File: config.mk
export PLATFORM = sky130hd
export DESIGN_NAME = reg_context_engine_flat
export DESIGN_NICKNAME = d
export VERILOG_FILES = /design/src/rtl/reg_context_engine_if.sv /design/src/rtl/reg_context_engine.sv /design/src/flat_wrapper.sv
export SDC_FILE = /design/constraint.sdc
export NUM_CORES = 1
export LEC_CHECK = 0
export BUFFER_PORTS_ARGS = -buffer_cell sky130_fd_sc_hd__buf_2
export CORE_AREA = 2 2 140 142
export DETAILED_ROUTE_END_ITERATION = 10
export DIE_AREA = 0 0 142 144
export PLACE_DENSITY = 0.62
export SETUP_SLACK_MARGIN = 0.3
export SLEW_MARGIN = 20
export SYNTH_ARGS = -nofsm -noshare
export SYNTH_HDL_FRONTEND = slang
export SYNTH_SLANG_ARGS = --single-unit
export TNS_END_PERCENT = 10
File: constraint.sdc
create_clock -name clk -period 11 [get_ports clk]
set_input_delay 0.55 -clock clk [delete_from_list [all_inputs] [get_ports clk]]
set_output_delay 0.55 -clock clk [all_outputs]
set_load 0.03 [all_outputs]
File: src/rtl/reg_context_engine_if.sv
// Single-beat memory bus between the register context engine (master) and memory (slave).
interface reg_context_engine_if #(
    parameter int WIDTH = 64,
    parameter int AW    = 32
);
    logic             bus_cyc;
    logic             bus_we;
    logic [AW-1:0]    bus_adr;
    logic [WIDTH-1:0] bus_dat_o;
    logic [WIDTH-1:0] bus_dat_i;
    logic             bus_ack;
    logic             bus_err;

    modport master (
        output bus_cyc, bus_we, bus_adr, bus_dat_o,
        input  bus_dat_i, bus_ack, bus_err
    );

    modport slave (
        input  bus_cyc, bus_we, bus_adr, bus_dat_o,
        output bus_dat_i, bus_ack, bus_err
    );
endinterface

File: src/rtl/reg_context_engine.sv
// Saves masked registers to memory on exception entry and restores them on return.
// Optional ack watchdog enabled by defining CTXENG_TIMEOUT_EN.
module reg_context_engine #(
    parameter int WIDTH   = 64,
    parameter int COUNT   = 16,
    parameter int COUNTP  = 4,
    parameter int AW      = 32,
    parameter int TIMEOUT = 255
) (
    input  logic                 clk,
    input  logic                 rst,
    input  logic                 start_save,
    input  logic                 start_restore,
    input  logic [AW-1:0]        base_addr,
    input  logic [COUNT-1:0]     reg_mask,
    output logic [COUNTP-1:0]    rf_read_addr,
    input  logic [WIDTH-1:0]     rf_data,
    output logic [COUNTP-1:0]    rf_write_addr,
    output logic [WIDTH-1:0]     rf_write_data,
    output logic                 rf_write_en,
    reg_context_engine_if.master bus,
    output logic                 busy,
    output logic                 done,
    output logic                 error
);
    typedef enum logic [2:0] {IDLE, SCAN, LOAD, XFER, FIN} state_t;

    localparam logic [AW-1:0]     STEP = AW'(WIDTH / 8);
    localparam logic [COUNTP-1:0] LAST = COUNTP'(COUNT - 1);

    state_t             state_q;
    logic [COUNTP-1:0]  idx_q, idx_d;
    logic [AW-1:0]      addr_q, addr_d;
    logic [COUNT-1:0]   mask_q;
    logic [WIDTH-1:0]   dat_q;
    logic               save_q;
    logic               err_q;
    logic               tmo_hit;
    logic               in_xfer;

    assign idx_d   = idx_q + 1'b1;
    assign addr_d  = addr_q + STEP;
    assign in_xfer = (state_q == XFER);

`ifdef CTXENG_TIMEOUT_EN
    localparam int TW = $clog2(TIMEOUT + 1);
    logic [TW-1:0] tmo_q;

    // Counts XFER cycles; reads zero on the first cycle of every transfer.
    always_ff @(posedge clk) begin
        if (rst || !in_xfer) begin
            tmo_q <= '0;
        end else begin
            tmo_q <= tmo_q + 1'b1;
        end
    end

    assign tmo_hit = (tmo_q == TW'(TIMEOUT - 1));
`else
    logic unused_timeout;
    assign unused_timeout = (TIMEOUT != 0);
    assign tmo_hit        = 1'b0;
`endif

    always_ff @(posedge clk) begin
        if (rst) begin
            state_q <= IDLE;
            idx_q   <= '0;
            mask_q  <= '0;
            save_q  <= 1'b0;
            err_q   <= 1'b0;
        end else begin
            case (state_q)
                IDLE: begin
                    if (start_save || start_restore) begin
                        state_q <= SCAN;
                        idx_q   <= '0;
                        mask_q  <= reg_mask;
                        save_q  <= start_save;
                        addr_q  <= base_addr;
                    end
                end
                SCAN: begin
                    if (mask_q[idx_q]) begin
                        state_q <= save_q ? LOAD : XFER;
                    end else if (idx_q == LAST) begin
                        state_q <= FIN;
                    end else begin
                        idx_q <= idx_d;
                    end
                end
                LOAD: begin
                    dat_q   <= rf_data;
                    state_q <= XFER;
                end
                XFER: begin
                    // An error beats a coincident ack; a real response beats the watchdog.
                    if (bus.bus_err) begin
                        err_q   <= 1'b1;
                        state_q <= FIN;
                    end else if (bus.bus_ack) begin
                        addr_q <= addr_d;
                        if (idx_q == LAST) begin
                            state_q <= FIN;
                        end else begin
                            idx_q   <= idx_d;
                            state_q <= SCAN;
                        end
                    end else if (tmo_hit) begin
                        err_q   <= 1'b1;
                        state_q <= FIN;
                    end
                end
                FIN: begin
                    err_q   <= 1'b0;
                    state_q <= IDLE;
                end
                default: state_q <= IDLE;
            endcase
        end
    end

    assign busy          = (state_q != IDLE);
    assign done          = (state_q == FIN);
    assign error         = done && err_q;
    assign rf_read_addr  = idx_q;
    assign rf_write_addr = idx_q;
    assign rf_write_en   = in_xfer && !save_q && bus.bus_ack && !bus.bus_err;
    assign rf_write_data = rf_write_en ? bus.bus_dat_i : '0;

    assign bus.bus_cyc   = in_xfer;
    assign bus.bus_we    = in_xfer && save_q;
    assign bus.bus_adr   = in_xfer ? addr_q : '0;
    assign bus.bus_dat_o = (in_xfer && save_q) ? dat_q : '0;
endmodule
File: src/flat_wrapper.sv
// flat-port wrapper written by rule: the top's interface ports become plain ports
module reg_context_engine_flat 
#(
    parameter int WIDTH   = 64,
    parameter int COUNT   = 16,
    parameter int COUNTP  = 4,
    parameter int AW      = 32,
    parameter int TIMEOUT = 255
)
  (clk, rst, start_save, start_restore, base_addr, reg_mask, rf_read_addr, rf_data, rf_write_addr, rf_write_data, rf_write_en, busy, done, error, bus_bus_cyc, bus_bus_we, bus_bus_adr, bus_bus_dat_o, bus_bus_dat_i, bus_bus_ack, bus_bus_err);
  reg_context_engine_if #(.WIDTH(WIDTH), .AW(AW)) bus_i ();
  input  logic clk;
  input  logic rst;
  input  logic start_save;
  input  logic start_restore;
  input  logic [AW-1:0] base_addr;
  input  logic [COUNT-1:0] reg_mask;
  output logic [COUNTP-1:0] rf_read_addr;
  input  logic [WIDTH-1:0] rf_data;
  output logic [COUNTP-1:0] rf_write_addr;
  output logic [WIDTH-1:0] rf_write_data;
  output logic rf_write_en;
  output logic busy;
  output logic done;
  output logic error;
  output wire logic [$bits(bus_i.bus_cyc)-1:0] bus_bus_cyc;
  output wire logic [$bits(bus_i.bus_we)-1:0] bus_bus_we;
  output wire logic [$bits(bus_i.bus_adr)-1:0] bus_bus_adr;
  output wire logic [$bits(bus_i.bus_dat_o)-1:0] bus_bus_dat_o;
  input wire logic [$bits(bus_i.bus_dat_i)-1:0] bus_bus_dat_i;
  input wire logic [$bits(bus_i.bus_ack)-1:0] bus_bus_ack;
  input wire logic [$bits(bus_i.bus_err)-1:0] bus_bus_err;
  assign bus_bus_cyc = bus_i.bus_cyc;
  assign bus_bus_we = bus_i.bus_we;
  assign bus_bus_adr = bus_i.bus_adr;
  assign bus_bus_dat_o = bus_i.bus_dat_o;
  assign bus_i.bus_dat_i = bus_bus_dat_i;
  assign bus_i.bus_ack = bus_bus_ack;
  assign bus_i.bus_err = bus_bus_err;
  reg_context_engine #(.WIDTH(WIDTH), .COUNT(COUNT), .COUNTP(COUNTP), .AW(AW), .TIMEOUT(TIMEOUT)) u_core (.clk(clk), .rst(rst), .start_save(start_save), .start_restore(start_restore), .base_addr(base_addr), .reg_mask(reg_mask), .rf_read_addr(rf_read_addr), .rf_data(rf_data), .rf_write_addr(rf_write_addr), .rf_write_data(rf_write_data), .rf_write_en(rf_write_en), .bus(bus_i), .busy(busy), .done(done), .error(error));
endmodule
Word-level counts from Yosys, hierarchy flattened
Cells that the tools add are included.
- logic and storage cells: 67
- register bits: 121
- input port bits: 182
- magnitude comparators: 1
- equal/unequal tests: 12
- bitwise gates (word level): 1
- add/sub/neg operators: 2
- reductions and logical operators: 19
- multiplexer cells: 25
- operators with widths (kind ; count):
    32-bit two-way mux ; 4
    64-bit two-way mux ; 2
    32-bit case mux with 2 select lines ; 1
    32-bit by 4-bit adder with 32-bit output (second input constant) ; 1
    4-bit two-way mux ; 5
    3-bit two-way mux ; 6
    3-bit case mux with 4 select lines ; 1
    4-bit case mux with 3 select lines ; 1
    5-bit AND reduction ; 2
    2-bit != test (second input constant) ; 4
    3-bit by 2-bit equality test with 1-bit output (second input constant) ; 2
    2-bit AND reduction ; 3
    3-bit nonzero test ; 2
    1-bit logical AND ; 5
    4-bit by 5-bit less-than comparator with 1-bit output (second input constant) ; 1
    4-bit by 1-bit adder with 4-bit output (second input constant) ; 1
    1-bit binary-select mux with 4-bit select ; 1
    4-bit equality test (second input constant) ; 1
    2-bit nonzero test ; 2
    3-bit by 1-bit equality test with 1-bit output (second input constant) ; 1
    3-bit equality test (second input constant) ; 1
    3-bit logical NOT ; 1
    1-bit two-way mux ; 3
    3-bit by 1-bit != test with 1-bit output (second input constant) ; 1
    7 further kinds ; 8

Longest topological paths before layout
Gate-level depths: netlist (run 1).
- depth after elaboration: 5
- mapped depth: 8

Worst setup path before layout (run 1)
No wires, ideal clock.
- path kind: in2reg
- start point: in rst
- end point: reg u_core.dat_q[0], enable pin
- required time: 10.333 ns
- data arrival time: 7.354 ns
- setup slack: 2.979 ns
- stages: 2
- cells stage by stage: clkbuf_1 nor4b_1
- word-level cells in the longest chain between the ends: 2
- RTL lines (item ; line ; source):
    from (decl) ; flat_wrapper.sv:13 ; input logic rst;
    1-bit NOT (no line) ; n/a ;
    2-bit AND reduction (no line) ; n/a ;
    to (signal assigned) ; reg_context_engine.sv:93 ; dat_q <= rf_data;
    to (decl) ; reg_context_engine.sv:35 ; logic [WIDTH-1:0] dat_q;
Every way passes these cells.
A chain may end at the register's enable or synchronous reset.

Final worst setup path (run 1)
- start point: reg u_core.state_q[0]
- end point: out rf_write_data[32]
- word-level cells in the longest chain between the ends: 5
- RTL lines (item ; line ; source):
    from (decl) ; reg_context_engine.sv:31 ; state_t state_q;
    from (signal assigned) ; reg_context_engine.sv:85 ; state_q <= save_q ? LOAD : XFER;
    3-bit by 2-bit equality test with 1-bit output ; reg_context_engine.sv:43 ; assign in_xfer = (state_q == XFER);
    1-bit logical AND (3 in series) ; reg_context_engine.sv:128 ; assign rf_write_en = in_xfer && !save_q && bus.bus_ack && !bus.bus_err;
    64-bit two-way mux ; reg_context_engine.sv:129 ; assign rf_write_data = rf_write_en ? bus.bus_dat_i : '0;
    to (decl) ; flat_wrapper.sv:21 ; output logic [WIDTH-1:0] rf_write_data;
Every way passes these cells.

==> impl_metrics.toml, run 1 <==
[pwr]
p_seq_frac = 0.438
peakVddDrop_mv = 0.0980
intPower_mw = 0.963
p_sw_mw = 0.424
sw_frac_of_total = 0.305
p_total_mw = 1.39
pwr-share-comb = 0.186
p_leak_nw = 4.28
p_per_area_nw_per_um2 = 161
p_clk_frac = 0.376

[detailed_routing]
first_pass_iters = 4
vias_per_cell = 4.77
totalWireLength_mm = 20.0
wl_per_cell_um = 17.0
drtIter0Drc = 340
num_vias = 5629
ant_nets = 0
drc = 0

[global_routing]
use_met2 = 0.325
grt_pass1_wl_mm = 28.8
grt-ovfl-total = 0
groute.layer.met1.usage = 0.207
globalRouteTotalUtil = 0.184
grt_pass1_vias = 5423
antenna_found_initial = 1
busiest_layer = "met2"
gr-usage-met3 = 0.0477
grt_max_degree = 100

[status]
status = "completed"

[logic_synthesis]
async_reset_ff_frac = 0
synth_seq_cells = 121
ys.flop_type = "edfxtp_1"
synth-edff-count = 96
synthTopCellsByCount = "edfxtp_1 (96), and2_1 (93), nand2_1 (71), and3_1 (70), clkbuf_1 (35)"
avgSynthCellArea_um2 = 10.3
syn_inst = 596
yosysUniqueCellTypes = 51
seq_area_frac_synth = 0.549
yosysMostFrequentCell = "edfxtp_1"
synth_top_area_cell = "edfxtp_1"
synth_area_um2 = 6170
syn_nets = 780
synth_area_leaders = "edfxtp_1 (47%), and2_1 (9.4%), dfxtp_1 (8.1%), and3_1 (7.1%), nand2_1 (4.3%)"
synth_top_area_share = 0.467
synth_warnings = 0

[worst_setup_path]
criticalPathCategory = "reg2out"
path_cells = "nand3b_1 -> buf_4 -> nor2_1 -> nand2_1 -> nor2_4 -> and2_1 -> buf_2"
cp.arrival_ns = 2.92
path_delay_family = "simple AND/OR/NAND/NOR gates"
cpPeakStageDelay_ns = 0.77
critPathCaptureType = "output pin"
crit_path_start_kind = "flop"
cp_max_fo = 65
required_ns = 10.45
reg2reg_slack_ns = 8.38
slowest_stage = "nor2_4"
worst-path-buf-inv = 2
r2r_start = "u_core.state_q[2]"
ff2ff_path_depth = 5
r2r-end = "u_core.addr_q[1]"

[clocking]
cts_tree = "yes"
cts_resized = 0
post_cts_buffers = 0
cts_root_buffer = "clkbuf_16"
cts_made_buffers = 17
clkTransAtPathRegs_ns = 0.06
cts_buffer_depth = 2
clk_latency_ns = 0.41
clkSinkCount = 121
ctsHoldBuffers = 0
htree_levels = 4

[placement]
portBuffers = 355
place_hpwl_mm = 14.9
gp_congestion = 0.876
dpl_cell_area_um2 = 8060

[finish]
drive_gt1_frac = 0.433
final-seq-area_um2 = 3390
fin_util = 0.452
layout.nets = 1112
multiInputGateArea_um2 = 2520
n_fill_cell = 1887
stdcell_area_um2 = 8620
area_delta_synth_final_pct = 39.8

[die]
std_cell_rows = 51
core_region_area_um2 = 19100
initial_core_util = 0.323
io_pins = 356
dieWidth_um = 142
die_y_um = 144
dieArea_um2 = 20400

[timing]
tns_ns = 0
post-route-period-util = 0.315
rsz0062_at_grt = "no"
max_freq_mhz = 289
skew_ns = 0.0114
slew_headroom = 0.332
drv_slew = 0
final_hold_viol_count = 0
hold_ws_ns = 0.309
fin_crit_ns = 3.47
setup_violations = 0
tightest_slew_ns = 1.00

[hold_path]
whs_path_depth = 1
hold_start = "rf_data[33]"
hold_end = "u_core.dat_q[33]"
hold_class = "in2reg"

[run]
max_cap_violations = 0
## worst max path at each step
stage                 startpoint           endpoint  slack [ns]  cells after the start
2_1_floorplan                rst    u_core.dat_q[0]        2.98                      2
6_report       u_core.state_q[0]  rf_write_data[32]        7.53                      7
4_1_cts        u_core.state_q[0]  rf_write_data[32]        7.47                      7
3_5_place_dp   u_core.state_q[0]  rf_write_data[32]        7.92                      7
5_1_grt        u_core.state_q[0]  rf_write_data[32]        7.21                      7
3_3_place_gp   u_core.state_q[0]  rf_write_data[31]        7.96                      7
## power groups by stage
stage / Combinational, mW / Clock (mW) / Sequential (mW)
finish: 0.258 / 0.521 / 0.607
global route: 0.287 / 0.554 / 0.616
CTS: 0.262 / 0.534 / 0.607
detailed placement: 0.260 / 0 / 0.616
global placement: 0.259 / 0 / 0.614
floorplan: 0.187 / 0 / 0.593
## layer usage
| metal | share of wire | vias up | wire [um] |
|---|---|---|---|
| li1 | - | 2763 | - |
| met1 | 0.39 | 2597 | 7870 |
| met2 | 0.51 | 230 | 10200 |
| met3 | 0.064 | 39 | 1270 |
| met4 | 0.033 | 0 | 665 |
| met5 | 0 | - | 0 |
## per-stage QoR
| stage | cells | worst slack [ns] |
|---|---|---|
| after floorplan | 596 | 2.98 |
| after global placement | 1147 | 7.96 |
| after detailed placement | 1147 | 7.92 |
| after CTS | 1179 | 7.47 |
| after global routing | 1180 | 7.21 |
| final | 1180 | 7.53 |
## cell families (layout without fill, tap and decap cells)
logic type               after synthesis  in the layout  synth area share
AND/OR/NAND/NOR                      312            312             0.282
adder cells (fa/ha/maj)                2              2           0.00406
AO/OA/AOI/OAI                         69             69            0.0657
other                                  0              1                 0
flip-flops                           121            121             0.549
multiplexers                          11             11            0.0219
buffers and inverters                 58            403            0.0454
XOR/XNOR                              23             23            0.0327
## cells in the final DEF (no fill, tap or decap), types with 3 or more instances in the layout
cell type,Yosys,layout
nor2_1,21,20
mux2i_1,9,9
buf_2,4,355
nand3_1,11,11
inv_6,0,4
a31oi_1,4,4
nor4_1,8,8
and3_1,70,70
clkinvlp_4,0,3
nand3b_1,4,4
dfxtp_1,25,24
nor3_1,8,8
nand4_1,5,5
or3_1,4,4
a22oi_1,3,3
o21ai_0,27,27
nor2b_1,4,4
a21oi_1,19,18
buf_4,4,6
nand2_1,71,71
xnor2_1,16,16
xor2_1,7,7
edfxtp_1,96,96
o31ai_1,3,3
clkbuf_16,0,17
and2_1,93,93
inv_1,10,9
## sequential cells by signal (all words and copies together), names as in the netlist
| signal | count |
|---|---|
| u_core.rf_read_addr | 4 |
| u_core.mask_q | 16 |
| u_core.save_q | 1 |
| u_core.addr_q | 32 |
| u_core.dat_q | 64 |
| u_core.err_q | 1 |
| u_core.state_q | 3 |
## cell type report
type / count / share of cell area
flip-flops and latches: 121 / 0.393
inverters: 10 / 0.00435
repair buffers: 361 / 0.211
clock inverters: 14 / 0.0142
well taps: 238 / 0.0345
multi-input cells: 417 / 0.292
clock buffers: 18 / 0.0498
diodes: 1 / 0.000290
(Power assumes the default switching activity.)
==> run 2, diff against run 1 <==
--- a/config.mk
+++ b/config.mk
@@ -9,7 +9,7 @@
 export CORE_AREA = 2 2 140 142
 export DETAILED_ROUTE_END_ITERATION = 10
 export DIE_AREA = 0 0 142 144
-export PLACE_DENSITY = 0.62
+export PLACE_DENSITY = 0.64
 export SETUP_SLACK_MARGIN = 0.3
 export SLEW_MARGIN = 20
 export SYNTH_ARGS = -nofsm -noshare
==> constraint.sdc (replaced) <==
create_clock -name clk -period 3.1 [get_ports clk]
set_input_delay 0.155 -clock clk [delete_from_list [all_inputs] [get_ports clk]]
set_output_delay 0.155 -clock clk [all_outputs]
set_load 0.03 [all_outputs]
==> run 2 against run 1 <==
  * Final cell count rose by 6.9%
  * Sequential cell count did not move
  * Critical endpoint is now bus_bus_dat_o[59]
  * Global-route usage rose by 1.7 points
  * Clock skew fell by 0.0026 ns
  * Highest routed layer unchanged
==> impl_metrics.toml, run 2 (same netlist as run 1, synthesis figures left out) <==
[global_routing]
globalRouteTotalUtil = 0.201
grt_pass1_wl_mm = 31.2
grt_pass1_vias = 5845
grt_max_degree = 77
antenna_found_initial = 1
grt-ovfl-total = 0

[pwr]
p_per_area_nw_per_um2 = 534
peakVddDrop_mv = 0.337
p_leak_nw = 4.65

[worst_setup_path]
criticalPathCategory = "reg2out"
cp_max_fo = 76
r2r-end = "u_core.rf_read_addr[2]"
cpPeakStageDelay_ns = 0.52
critPathCaptureType = "output pin"
reg2reg_slack_ns = 0.84
r2r_start = "u_core.rf_read_addr[2]"
cp.arrival_ns = 2.38
required_ns = 2.94
crit_path_start = "u_core.state_q[1]"
ff2ff_path_depth = 5
slowest_stage = "dfxtp_1"
crit_path_start_kind = "flop"
path_cells = "nand3b_1 -> inv_2 -> buf_12 -> and3_1 -> buf_2"

[clocking]
clkTransAtPathRegs_ns = 0.06
clk_latency_ns = 0.41
htree_levels = 4
cts_buffer_depth = 2
cts_root_buffer = "clkbuf_16"
cts_made_buffers = 17
cts_tree = "yes"
clkSinkCount = 121

[finish]
multiInputGateArea_um2 = 2530
top_regs = "u_core.dat_q (64), u_core.addr_q (32), u_core.mask_q (16)"
antenna_cells = 0
regMostFlops = "u_core.dat_q"
area_delta_synth_final_pct = 53.6
n_fill_cell = 1803
final_common_cell = "buf_2"
final_cells = 1261
final-seq-area_um2 = 3390
largest_register_ffs = 64
stdcell_area_um2 = 9480
final_cell_mix = "buf_2 (355), edfxtp_1 (96), and2_1 (93)"
drive_gt1_frac = 0.403
layout.nets = 1194

[placement]
placed_cells_incl_taps = 1151
pre_cts_ws_ns = 0.799
gp_congestion = 0.864
dpl_cell_area_um2 = 8130
place_hpwl_mm = 15.7
portBuffers = 355

[timing]
max_freq_mhz = 395
tns_ns = 0
final.setup.worst_slack_ns = 0.567
slew_headroom = 0.585
tightest_slew_ns = 0.622
final_hold_viol_count = 0
post-route-period-util = 0.817
rsz0062_at_grt = "no"
fin_crit_ns = 2.53
setup_violations = 0
drv_slew = 0
skew_ns = 0.00878

[die]
io_pins = 356
core_region_area_um2 = 19100
dieArea_um2 = 20400
std_cell_rows = 51
initial_core_util = 0.323
dieWidth_um = 142
die_y_um = 144

[detailed_routing]
drtIter0Drc = 293
num_vias = 6025
wl_per_cell_um = 17.0
drc = 0
ant_nets = 0
totalWireLength_mm = 21.5
vias_per_cell = 4.78
first_pass_iters = 4

[hold_path]
hold_class = "in2reg"
hold_end = "u_core.addr_q[10]"
whs_path_depth = 3
hold_start = "base_addr[10]"

[status]
status = "completed"

[run]
max_cap_violations = 0
==> run 2: cell types whose count changed in the layout (fill, tap and decap cells not counted), moves of 2 or more <==
cell / before / now
inv_6: 4 / 1
inv_4: 0 / 3
dlygate4sd3_1: 0 / 78
clkbuf_1: 1 / 3
clkinv_1: 2 / 0
buf_12: 0 / 2
dfxtp_2: 0 / 2
clkbuf_16: 17 / 19
clkinvlp_4: 3 / 1
==> run 2: where the power goes <==
part / total [mW] / internal (mW) / switching (mW) / leakage (nW)
sequential: 2.11 / 1.96 / 0.146 / 1.08
clock: 1.88 / 1.14 / 0.740 / 0.279
combinational: 1.07 / 0.432 / 0.639 / 3.29
==> run 2: routing by layer <==
metal	share of wire	track usage	vias to the layer above	routed length (um)
li1	-	-	2920	-
met1	0.40	0.239	2818	8570
met2	0.51	0.344	245	10900
met3	0.060	0.0543	42	1290
met4	0.034	0.0879	0	741
met5	0	0	-	0
==> run 2: worst max-delay path: cells and delay by family, from the launching register on <==
kind | cells | cell delay (ns)
flops | 1 | 0.52
buf+inv | 3 | 0.96
simple gates | 2 | 0.43
==> run 2: worst max path at each step <==
| stage | endpoint | slack, ns | cells after the start |
|---|---|---|---|
| CTS | rf_write_data[6] | 0.34 | 7 |
| global route | rf_write_data[6] | 0.35 | 7 |
| global placement | rf_write_data[6] | 0.84 | 7 |
| detailed placement | rf_write_data[6] | 0.80 | 7 |
| finish | bus_bus_dat_o[59] | 0.57 | 5 |
| floorplan | u_core.dat_q[0] | 0.09 | 2 |
==> run 2: through the flow <==
stage          hold slack [ns]  power, mW   util
6_report                0.0176       5.06  0.497
5_1_grt                0.00887       5.30  0.497
4_1_cts                0.00117       5.10  0.496
3_5_place_dp             0.333       3.14  0.426
3_3_place_gp             0.332       3.12  0.426
2_1_floorplan            0.254       2.78      -
==> run 2: cell type report <==
type / count / share of cell area
repair buffers: 443 / 0.281
flip-flops and latches: 121 / 0.357
clock inverters: 9 / 0.00660
inverters: 10 / 0.00396
multi-input cells: 417 / 0.267
well taps: 238 / 0.0314
clock buffers: 23 / 0.0528
==> run 2: what timing repair did <==
item,4_1_cts,5_1_grt
buffers inserted,0,0
hold buffers,78,0
endpoints found under the hold margin,78,0
setup endpoints to repair,0,58
resized for setup,0,2
